[config.mk]
export PLATFORM = sky130hd
export DESIGN_NAME = pc_sequencer_flat
export DESIGN_NICKNAME = d
export VERILOG_FILES = /design/src/rtl/pc_seq_if.sv /design/src/rtl/pc_sequencer.sv /design/src/flat_wrapper.sv
export SDC_FILE = /design/constraint.sdc
export NUM_CORES = 1
export LEC_CHECK = 0
export CORE_ASPECT_RATIO = 2
export CORE_MARGIN = 2
export CORE_UTILIZATION = 35
export CTS_CLUSTER_DIAMETER = 60
export DETAILED_ROUTE_END_ITERATION = 10
export DONT_BUFFER_PORTS = 1
export SKIP_LAST_GASP = 1
export SLEW_MARGIN = 20
export SYNTH_ARGS = -nofsm -noshare
export SYNTH_HDL_FRONTEND = slang
export SYNTH_SLANG_ARGS = --single-unit
export TNS_END_PERCENT = 20
[constraint.sdc]
create_clock -name clk -period 3.15 [get_ports clk]
set_input_delay 0.945 -clock clk [delete_from_list [all_inputs] [get_ports clk]]
set_output_delay 0.945 -clock clk [all_outputs]
set_load 0.02 [all_outputs]
[src/rtl/pc_seq_if.sv]
// pc_seq_if: groups the pc_sequencer control inputs and status outputs.
// master = jump control / testbench side, slave = pc_sequencer.
interface pc_seq_if #(
    parameter int ADDR_W = 8,
    parameter int FLAG_W = 4
);
    logic              stall;
    logic              pc_mux_sel;
    logic [ADDR_W-1:0] jmp_loc;
    logic [4:0]        ins_opcode;
    logic [FLAG_W-1:0] flag_ex;
    logic              irq_req;
    logic [ADDR_W-1:0] pc;
    logic              interrupt;
    logic              irq_ack;
    logic [FLAG_W-1:0] flag_restore;
    logic              flag_restore_valid;
    logic              in_isr;
    logic              ret_underflow;

    modport master (
        output stall, pc_mux_sel, jmp_loc, ins_opcode, flag_ex, irq_req,
        input  pc, interrupt, irq_ack, flag_restore, flag_restore_valid,
               in_isr, ret_underflow
    );

    modport slave (
        input  stall, pc_mux_sel, jmp_loc, ins_opcode, flag_ex, irq_req,
        output pc, interrupt, irq_ack, flag_restore, flag_restore_valid,
               in_isr, ret_underflow
    );
endinterface

[src/rtl/pc_sequencer.sv]
// pc_sequencer: program counter plus interrupt entry/return context unit.
// Optional macro IRQ_NEST_EN: when defined, a STACK_DEPTH-entry LIFO context
// stack allows nested interrupts; otherwise a single context register is used
// and requests during an ISR wait until RETI returns to RUN.
module pc_sequencer #(
    parameter int                ADDR_W      = 8,
    parameter int                FLAG_W      = 4,
    parameter logic [ADDR_W-1:0] ISR_VEC     = 8'hF0,
    parameter int                STACK_DEPTH = 4
) (
    input  logic clk,
    input  logic reset,
    pc_seq_if.slave bus
);
`ifdef IRQ_NEST_EN
    localparam int MAX_DEPTH = STACK_DEPTH;
`else
    // Single context register; STACK_DEPTH has no effect in this build.
    localparam int MAX_DEPTH = (STACK_DEPTH > 0) ? 1 : 1;
`endif
    localparam int                ENT_W  = ADDR_W + FLAG_W;
    localparam int                DW     = $clog2(MAX_DEPTH + 1);
    localparam logic [DW-1:0]     D_ONE  = 1;
    localparam logic [DW-1:0]     D_MAX  = DW'(MAX_DEPTH);
    localparam logic [ADDR_W-1:0] A_ONE  = 1;
    localparam logic [4:0]        OP_RETI = 5'b10000;

    typedef enum logic {RUN, ISR} state_t;

    state_t                        state_q, state_d;
    logic [ADDR_W-1:0]             pc_q, pc_d;
    logic [DW-1:0]                 depth_q, depth_d;
    logic [MAX_DEPTH-1:0][ENT_W-1:0] stack_q, stack_d;
    logic                          irq_q, pend_q, pend_d;
    logic                          int_q, int_d;
    logic [FLAG_W-1:0]             frest_q, frest_d;
    logic                          frv_q, frv_d;
    logic                          uf_q, uf_d;

    logic              rise, is_reti, entry_ok, do_pop, do_push;
    logic [ADDR_W-1:0] pc_inc, ret_addr;

    assign rise     = bus.irq_req & ~irq_q;
    assign is_reti  = (bus.ins_opcode == OP_RETI);
    assign pc_inc   = pc_q + A_ONE;
    assign ret_addr = bus.pc_mux_sel ? bus.jmp_loc : pc_inc;
`ifdef IRQ_NEST_EN
    assign entry_ok = (depth_q < D_MAX);
`else
    assign entry_ok = (state_q == RUN);
`endif
    // RETI outranks entry; an edge seen this cycle is taken immediately.
    assign do_pop  = ~bus.stall & is_reti & (depth_q != '0);
    assign do_push = ~bus.stall & ~do_pop & (pend_q | rise) & entry_ok;

    // Next-state: PC selection, LIFO stack, strobes and pending request.
    always_comb begin
        pc_d    = pc_q;
        depth_d = depth_q;
        stack_d = stack_q;
        frest_d = frest_q;
        frv_d   = 1'b0;
        int_d   = 1'b0;
        uf_d    = uf_q;
        // A push that consumes the pending request keeps a fresh edge, if any.
        pend_d  = do_push ? (pend_q & rise) : (pend_q | rise);
        if (!bus.stall) begin
            if (do_pop) begin
                pc_d    = stack_q[0][ENT_W-1:FLAG_W];
                frest_d = stack_q[0][FLAG_W-1:0];
                frv_d   = 1'b1;
                depth_d = depth_q - D_ONE;
                for (int i = 0; i < MAX_DEPTH - 1; i++) stack_d[i] = stack_q[i+1];
                stack_d[MAX_DEPTH-1] = '0;
            end else if (do_push) begin
                pc_d    = ISR_VEC;
                int_d   = 1'b1;
                depth_d = depth_q + D_ONE;
                for (int i = MAX_DEPTH - 1; i > 0; i--) stack_d[i] = stack_q[i-1];
                stack_d[0] = {ret_addr, bus.flag_ex};
            end else begin
                pc_d = bus.pc_mux_sel ? bus.jmp_loc : pc_inc;
                if (is_reti) uf_d = 1'b1;
            end
        end
    end

    // FSM next state: RUN while no context saved, ISR otherwise.
    always_comb begin
        state_d = state_q;
        case (state_q)
            RUN:     if (do_push) state_d = ISR;
            ISR:     if (do_pop && depth_q == D_ONE) state_d = RUN;
            default: state_d = RUN;
        endcase
    end

    // State registers with synchronous reset.
    always_ff @(posedge clk) begin
        if (reset) begin
            state_q <= RUN;
            pc_q    <= '0;
            depth_q <= '0;
            stack_q <= '0;
            irq_q   <= 1'b0;
            pend_q  <= 1'b0;
            int_q   <= 1'b0;
            frest_q <= '0;
            frv_q   <= 1'b0;
            uf_q    <= 1'b0;
        end else begin
            state_q <= state_d;
            pc_q    <= pc_d;
            depth_q <= depth_d;
            stack_q <= stack_d;
            irq_q   <= bus.irq_req;
            pend_q  <= pend_d;
            int_q   <= int_d;
            frest_q <= frest_d;
            frv_q   <= frv_d;
            uf_q    <= uf_d;
        end
    end

    assign bus.pc                 = pc_q;
    assign bus.interrupt          = int_q;
    assign bus.irq_ack            = int_q;
    assign bus.flag_restore       = frest_q;
    assign bus.flag_restore_valid = frv_q;
    assign bus.in_isr             = (state_q == ISR);
    assign bus.ret_underflow      = uf_q;
endmodule

[src/flat_wrapper.sv]
// flat-port wrapper written by rule: the top's interface ports become plain ports
module pc_sequencer_flat 
#(
    parameter int                ADDR_W      = 8,
    parameter int                FLAG_W      = 4,
    parameter logic [ADDR_W-1:0] ISR_VEC     = 8'hF0,
    parameter int                STACK_DEPTH = 4
)
  (clk, reset, bus_stall, bus_pc_mux_sel, bus_jmp_loc, bus_ins_opcode, bus_flag_ex, bus_irq_req, bus_pc, bus_interrupt, bus_irq_ack, bus_flag_restore, bus_flag_restore_valid, bus_in_isr, bus_ret_underflow);
  pc_seq_if #(.ADDR_W(ADDR_W), .FLAG_W(FLAG_W)) bus_i ();
  input  logic clk;
  input  logic reset;
  input wire logic [$bits(bus_i.stall)-1:0] bus_stall;
  input wire logic [$bits(bus_i.pc_mux_sel)-1:0] bus_pc_mux_sel;
  input wire logic [$bits(bus_i.jmp_loc)-1:0] bus_jmp_loc;
  input wire logic [$bits(bus_i.ins_opcode)-1:0] bus_ins_opcode;
  input wire logic [$bits(bus_i.flag_ex)-1:0] bus_flag_ex;
  input wire logic [$bits(bus_i.irq_req)-1:0] bus_irq_req;
  output wire logic [$bits(bus_i.pc)-1:0] bus_pc;
  output wire logic [$bits(bus_i.interrupt)-1:0] bus_interrupt;
  output wire logic [$bits(bus_i.irq_ack)-1:0] bus_irq_ack;
  output wire logic [$bits(bus_i.flag_restore)-1:0] bus_flag_restore;
  output wire logic [$bits(bus_i.flag_restore_valid)-1:0] bus_flag_restore_valid;
  output wire logic [$bits(bus_i.in_isr)-1:0] bus_in_isr;
  output wire logic [$bits(bus_i.ret_underflow)-1:0] bus_ret_underflow;
  assign bus_i.stall = bus_stall;
  assign bus_i.pc_mux_sel = bus_pc_mux_sel;
  assign bus_i.jmp_loc = bus_jmp_loc;
  assign bus_i.ins_opcode = bus_ins_opcode;
  assign bus_i.flag_ex = bus_flag_ex;
  assign bus_i.irq_req = bus_irq_req;
  assign bus_pc = bus_i.pc;
  assign bus_interrupt = bus_i.interrupt;
  assign bus_irq_ack = bus_i.irq_ack;
  assign bus_flag_restore = bus_i.flag_restore;
  assign bus_flag_restore_valid = bus_i.flag_restore_valid;
  assign bus_in_isr = bus_i.in_isr;
  assign bus_ret_underflow = bus_i.ret_underflow;
  pc_sequencer #(.ADDR_W(ADDR_W), .FLAG_W(FLAG_W), .ISR_VEC(ISR_VEC), .STACK_DEPTH(STACK_DEPTH)) u_core (.clk(clk), .reset(reset), .bus(bus_i));
endmodule
==> impl_metrics.json, run 1 <==
{
  "synth_commonest_cells": "33 x nand2_1, 31 x dfxtp_1, 19 x a21oi_1",
  "place_inst": 215,
  "first_pass_iters": 4,
  "rows": 33,
  "io_pins": 39,
  "fmax_mhz": 530.4,
  "dieArea_mm2": 0.004709,
  "synth_edf_count": 0,
  "final_nets": 193,
  "syn_inst": 170,
  "leakagePower_nw": 0.5671,
  "ys_ff_latch": 31,
  "cts_sinks": 31,
  "drc": 0,
  "cts_tree": "built",
  "hpwl_mm": 2.760,
  "hold_class": "register to register",
  "finalWorstSetupSlack_ns": 1.264,
  "clockBufferDepth": 2,
  "period_needed_ns": 1.886,
  "layout_worst_path_cycle_share": 0.5986,
  "grt_antenna_before_repair": 0,
  "yosysTopAreaCell": "dfxtp_1",
  "overflow": 0,
  "antenna_cells": 0,
  "async_reset_ff_frac": 0,
  "htreeDepth": 2,
  "syn_area_mm2": 0.001451,
  "drt-initial-drc-count": 23,
  "io_buffers": 0,
  "clkTransAtPathRegs_ns": 0.07,
  "post_cts_buffers": 0,
  "clock-root-buffer": "clkbuf_8",
  "grt_pass1_wl_mm": 6.092,
  "worstPathCellList": "nor2b_1 > o21a_1 > nor2_2 > a221oi_2 > nor2_1",
  "gp_congestion": 0.8156,
  "yosys_warnings": 0,
  "post-route-util": 0.3837,
  "wl_mm": 3.638,
  "synth_fp_nets": 193,
  "core_area_mm2": 0.004046,
  "cts_made_buffers": 5,
  "slew_violations": 0,
  "ctsResizeCount": 0,
  "syn2layout_area_growth_pct": 6.983,
  "drive_above_1_share": 0.1287,
  "p_total_uw": 847.9,
  "vias_per_cell": 5.269,
  "drv_cap": 0,
  "ant_nets": 0,
  "synth_flop_cell": "dfxtp_1",
  "fp.dieH_um": 95.07,
  "ir_worst_vdd_uv": 197.4,
  "cp_slowest_cell": "o21a_1",
  "preCtsSetupSlack_ns": 0.9619,
  "seq_area_frac_synth": 0.4276,
  "worst_slew_pin_slew_ns": 0.6255,
  "instances_no_fill": 223,
  "initial_core_util": 0.3587,
  "setup_viol": 0,
  "crit_type": "primary input to register",
  "max_stage_delay_ns": 0.43,
  "grt_usage": 0.1751,
  "syn_avg_cell_area_um2": 8.538,
  "status": "complete, no violations",
  "synth.distinct_cells": 40,
  "wl_per_cell_um": 16.31,
  "cp-end-kind": "register",
  "required_ns": 3.33,
  "finalSetupTns_ns": 0,
  "cp.arrival_ns": 2.07,
  "grt_pass1_vias": 1259,
  "cp-start-kind": "primary input",
  "finalClockSkew_ns": 0.003585,
  "grt_max_degree": 17,
  "slew-limit-headroom": 0.5830,
  "synth_top_area_frac": 0.4276,
  "hold_buffers": 0,
  "hold_viol": 0,
  "crit_fanout": 12,
  "crit_buf_inv": 0,
  "critPathTopFamily": "compound AO/OA/AOI/OAI gates",
  "powerDensity_mw_per_mm2": 546.1,
  "fp.dieW_um": 49.54,
  "rsz0062_at_grt": "no",
  "vias": 1175,
  "yosysMostFrequentCell": "nand2_1",
  "synth.area.top_cells": "dfxtp_1 43%, nand2_1 8.5%, a21oi_1 6.6%, nor2_1 3.4%, o211a_1 2.8%",
  "clock_latency_ns": 0.29
}
## registers in the layout, indices dropped and copies added, names as in the netlist
| signal | cells |
|---|---|
| u_core.bus.interrupt | 1 |
| u_core.bus.flag_restore | 4 |
| u_core.irq_q | 1 |
| u_core.bus.in_isr | 1 |
| u_core.bus.pc | 8 |
| u_core.stack_q | 12 |
| u_core.depth_q | 1 |
| u_core.bus.flag_restore_valid | 1 |
| u_core.pend_q | 1 |
| u_core.bus.ret_underflow | 1 |
## worst paths after layout
check             slack, ns                                 endpoint  cells past startpoint                      startpoint
hold / removal         0.45  u_core.bus.flag_restore[2]$_SDFFE_PP0P_                      2  u_core.stack_q[2]$_SDFFE_PP0P_
setup / recovery       1.26            u_core.bus.pc[2]$_SDFFE_PP0N_                      5                     bus_irq_req
setup reg to reg       1.45            u_core.bus.pc[4]$_SDFFE_PP0N_                      6   u_core.bus.pc[0]$_SDFFE_PP0N_
hold reg to reg        0.45  u_core.bus.flag_restore[2]$_SDFFE_PP0P_                      2  u_core.stack_q[2]$_SDFFE_PP0P_
## tightest hold or removal path, delay by kind of cell (launching register included)
family | cells | cell delay (ns)
compound gates | 1 | 0.05
flops | 1 | 0.31
simple gates | 1 | 0.05
## logic make-up (layout without fill, tap and decap cells)
family	count (synthesis)	after routing	share of synthesized area
xor+xnor	7	7	0.04224
mux	1	1	0.006897
simple gates	64	64	0.2207
fa+ha+maj	1	1	0.008619
flops	31	31	0.4276
compound gates	53	53	0.2405
buf+inv	13	14	0.05345
## power breakdown
| part | internal, mW | switching [mW] | leakage, nW |
|---|---|---|---|
| Combinational | 0.0391 | 0.0510 | 0.266 |
| Sequential | 0.415 | 0.0372 | 0.254 |
| Clock | 0.151 | 0.154 | 0.0477 |
| Total | 0.605 | 0.243 | 0.567 |
## cells in the final DEF (no fill, tap or decap), drive strengths merged
master	netlist	routed
ha	1	1
nor2b	2	2
nor3	3	3
o211ai	2	2
a221oi	1	1
a31oi	1	1
and3	2	2
inv	4	4
a211o	2	2
a21oi	21	21
nand2b	1	1
mux2i	1	1
a211oi	3	3
o21ai	12	12
nor2	14	14
buf	7	2
o31ai	1	1
a22oi	1	1
o21a	2	2
xnor2	3	3
nor4b	1	1
clkinv	0	3
and4	1	1
o22ai	3	3
clkbuf	2	5
nand3	4	4
dfxtp	31	31
o211a	4	4
nand4	1	1
xor2	4	4
nand2	35	35
## cell type report
class,count,area (um^2)
Timing Repair Buffer,2,15.01
Multi-Input combinational cell,126,753.2
Fill cell,462,2494
Inverter,4,15.01
Tap cell,52,65.06
Clock buffer,5,68.82
Clock inverter,3,15.01
Sequential cell,31,620.6
## per-stage QoR
stage	hold WS, ns	instance area, um^2
finish	0.4480	1553
global route	0.4566	1553
CTS	0.4496	1553
detailed placement	0.4403	1469
global placement	0.4367	1469
floorplan	0.4297	1451
## routing by layer
layer  up-vias  GRT usage  part of all wire
li1        593          -                 -
met5         -          0                 0
met4         0     0.1065             0.031
met3         9    0.04545             0.062
met2        38     0.3189              0.55
met1       535     0.1727              0.36
(Power assumes the default switching activity.)
==> inputs of run 2 (changes only) <==
==> constraint.sdc (replaced) <==
create_clock -name clk -period 1.75 [get_ports clk]
set_input_delay 0.525 -clock clk [delete_from_list [all_inputs] [get_ports clk]]
set_output_delay 0.525 -clock clk [all_outputs]
set_load 0.02 [all_outputs]
==> impl_metrics.json, run 2 (synthesis gave the netlist of run 1 again) <==
{
  "wl_per_cell_um": 16.43,
  "hold_viol": 0,
  "grt_antenna_before_repair": 0,
  "fp.dieH_um": 95.07,
  "grt_usage": 0.1792,
  "final_nets": 204,
  "rsz0062_at_grt": "no",
  "layout_worst_path_cycle_share": 0.8812,
  "grt_pass1_vias": 1297,
  "core_area_mm2": 0.004046,
  "clock-root-buffer": "clkbuf_8",
  "r2r_start": "u_core.bus.pc[1]$_SDFFE_PP0N_",
  "drt-met1-wl_mm": 1.355,
  "whs_endpoint": "u_core.irq_q$_SDFF_PP0_",
  "regArea_um2": 620.6,
  "powerDensity_mw_per_mm2": 1038,
  "hold_buffers": 0,
  "rr_worst_depth": 6,
  "crit_fanout": 6,
  "syn2layout_area_growth_pct": 15.00,
  "cp.depth": 6,
  "hpwl_mm": 3.002,
  "wl_met3_um": 244,
  "reg2reg_to": "u_core.bus.pc[4]$_SDFFE_PP0N_",
  "crit_buf_inv": 0,
  "seq_power_share": 0.461,
  "fmax_mhz": 648.5,
  "io_buffers": 0,
  "cts_tree": "built",
  "clkTransAtPathRegs_ns": 0.07,
  "drc": 0,
  "cp_slowest_cell": "dfxtp_1",
  "rows": 33,
  "io_pins": 39,
  "clock_latency_ns": 0.28,
  "p_int_mw": 1.298,
  "ir_worst_vdd_uv": 585.4,
  "min-delay-start": "reset",
  "antenna_cells": 0,
  "leakagePower_nw": 0.6376,
  "required_ns": 1.96,
  "cp-end-kind": "register",
  "vias": 1301,
  "cts_made_buffers": 5,
  "ant_nets": 0,
  "layout_commonest_cell": "nand2_1",
  "nFillCells": 452,
  "setup_viol": 0,
  "post_cts_buffers": 0,
  "slew_violations": 0,
  "status": "complete, no violations",
  "slew-limit-headroom": 0.6814,
  "period_needed_ns": 1.542,
  "grt_max_degree": 17,
  "finalClockSkew_ns": 0.009030,
  "met2_length_mm": 2.120,
  "grt_pass1_wl_mm": 6.368,
  "worstPathCellList": "ha_1 > nand3_1 > xor2_1 > o21ai_0 > nor3_1 > nor3_2",
  "initial_core_util": 0.3587,
  "pwr-share-comb": 0.122,
  "overflow": 0,
  "first_pass_iters": 4,
  "cp.arrival_ns": 1.75,
  "vias_per_cell": 5.560,
  "drv_cap": 0,
  "critPathTopFamily": "flip-flops",
  "clockBufferDepth": 2,
  "rrSetupSlack_ns": 0.21,
  "drt-initial-drc-count": 52,
  "fp.dieW_um": 49.54,
  "cts_sinks": 31,
  "maxUsedRoutingLayer": "met4",
  "top_register": "u_core.stack_q",
  "worst_slew_pin_slew_ns": 0.4729,
  "ctsResizeCount": 0,
  "cp-start-kind": "register",
  "final_cell_mix": "33 x nand2_1, 31 x dfxtp_1, 19 x a21oi_1",
  "gp_congestion": 0.8727,
  "max_stage_delay_ns": 0.43,
  "p_sw_uw": 435.1,
  "dieArea_mm2": 0.004709,
  "hold_depth": 1,
  "finalSetupTns_ns": 0,
  "multi_input_area_um2": 753.2,
  "hold_class": "primary input to register",
  "post-route-util": 0.4125,
  "largest_reg_flops": 12,
  "crit_type": "register to register",
  "htreeDepth": 2,
  "p_clk_frac": 0.418,
  "drive_above_1_share": 0.1813,
  "wl_mm": 3.844,
  "switching_share": 0.2510
}
-- run 2: cell count changes in the layout (fill, tap and decap cells not counted), sizes merged --
cell	previous run	this run
buf	2	13
clkinv	3	1
clkbuf	5	6
bufinv	0	1
-- run 2: cell type report --
type                            count  area share
Clock inverter                      2     0.02099
Multi-Input combinational cell    126      0.4513
Tap cell                           52     0.03898
Timing Repair Buffer               13     0.05847
Clock buffer                        6     0.04948
Inverter                            4    0.008996
Sequential cell                    31      0.3718
-- run 2: per-layer routing --
metal / vias to the layer above / track usage
li1: 615 / -
met1: 614 / 0.1812
met2: 62 / 0.3322
met3: 10 / 0.04389
met4: 0 / 0.09028
met5: - / 0
-- run 2: worst max-delay path by stage --
stage | from | end
2_1_floorplan | bus_stall | u_core.stack_q[11]$_SDFFE_PP0P_
6_report | u_core.bus.pc[1]$_SDFFE_PP0N_ | u_core.bus.pc[4]$_SDFFE_PP0N_
5_1_grt | u_core.bus.pc[1]$_SDFFE_PP0N_ | u_core.bus.pc[4]$_SDFFE_PP0N_
4_1_cts | u_core.bus.pc[1]$_SDFFE_PP0N_ | u_core.bus.pc[4]$_SDFFE_PP0N_
3_5_place_dp | bus_stall | u_core.bus.pc[6]$_SDFFE_PP0N_
3_3_place_gp | bus_stall | u_core.bus.pc[6]$_SDFFE_PP0N_
-- run 2: power by group through the flow --
stage	clock (mW)	sequential (mW)	combinational [mW]
after global placement	0	0.812	0.203
final	0.724	0.798	0.211
after CTS	0.731	0.798	0.212
after floorplan	0	0.815	0.149
after global routing	0.766	0.803	0.233
after detailed placement	0	0.813	0.210
-- run 2: worst reg2reg max path: stages (launching register included) --
cell,delay (ns)
dfxtp_1,0.43
ha_1,0.27
nand3_1,0.11
xor2_1,0.15
o21ai_0,0.27
nor3_1,0.10
nor3_2,0.15
-- run 2: through the flow --
stage,std cells,total power [mW],area (um^2),setup slack (ns),hold WS [ns]
after detailed placement,226,1.023,1551,0.03151,0.4409
after CTS,234,1.740,1669,0.1805,0.3043
after global placement,226,1.016,1551,0.03277,0.4372
final,234,1.733,1669,0.2079,0.3062
after global routing,234,1.802,1669,0.06852,0.2946
after floorplan,170,0.9640,1451,0.2497,0.4297
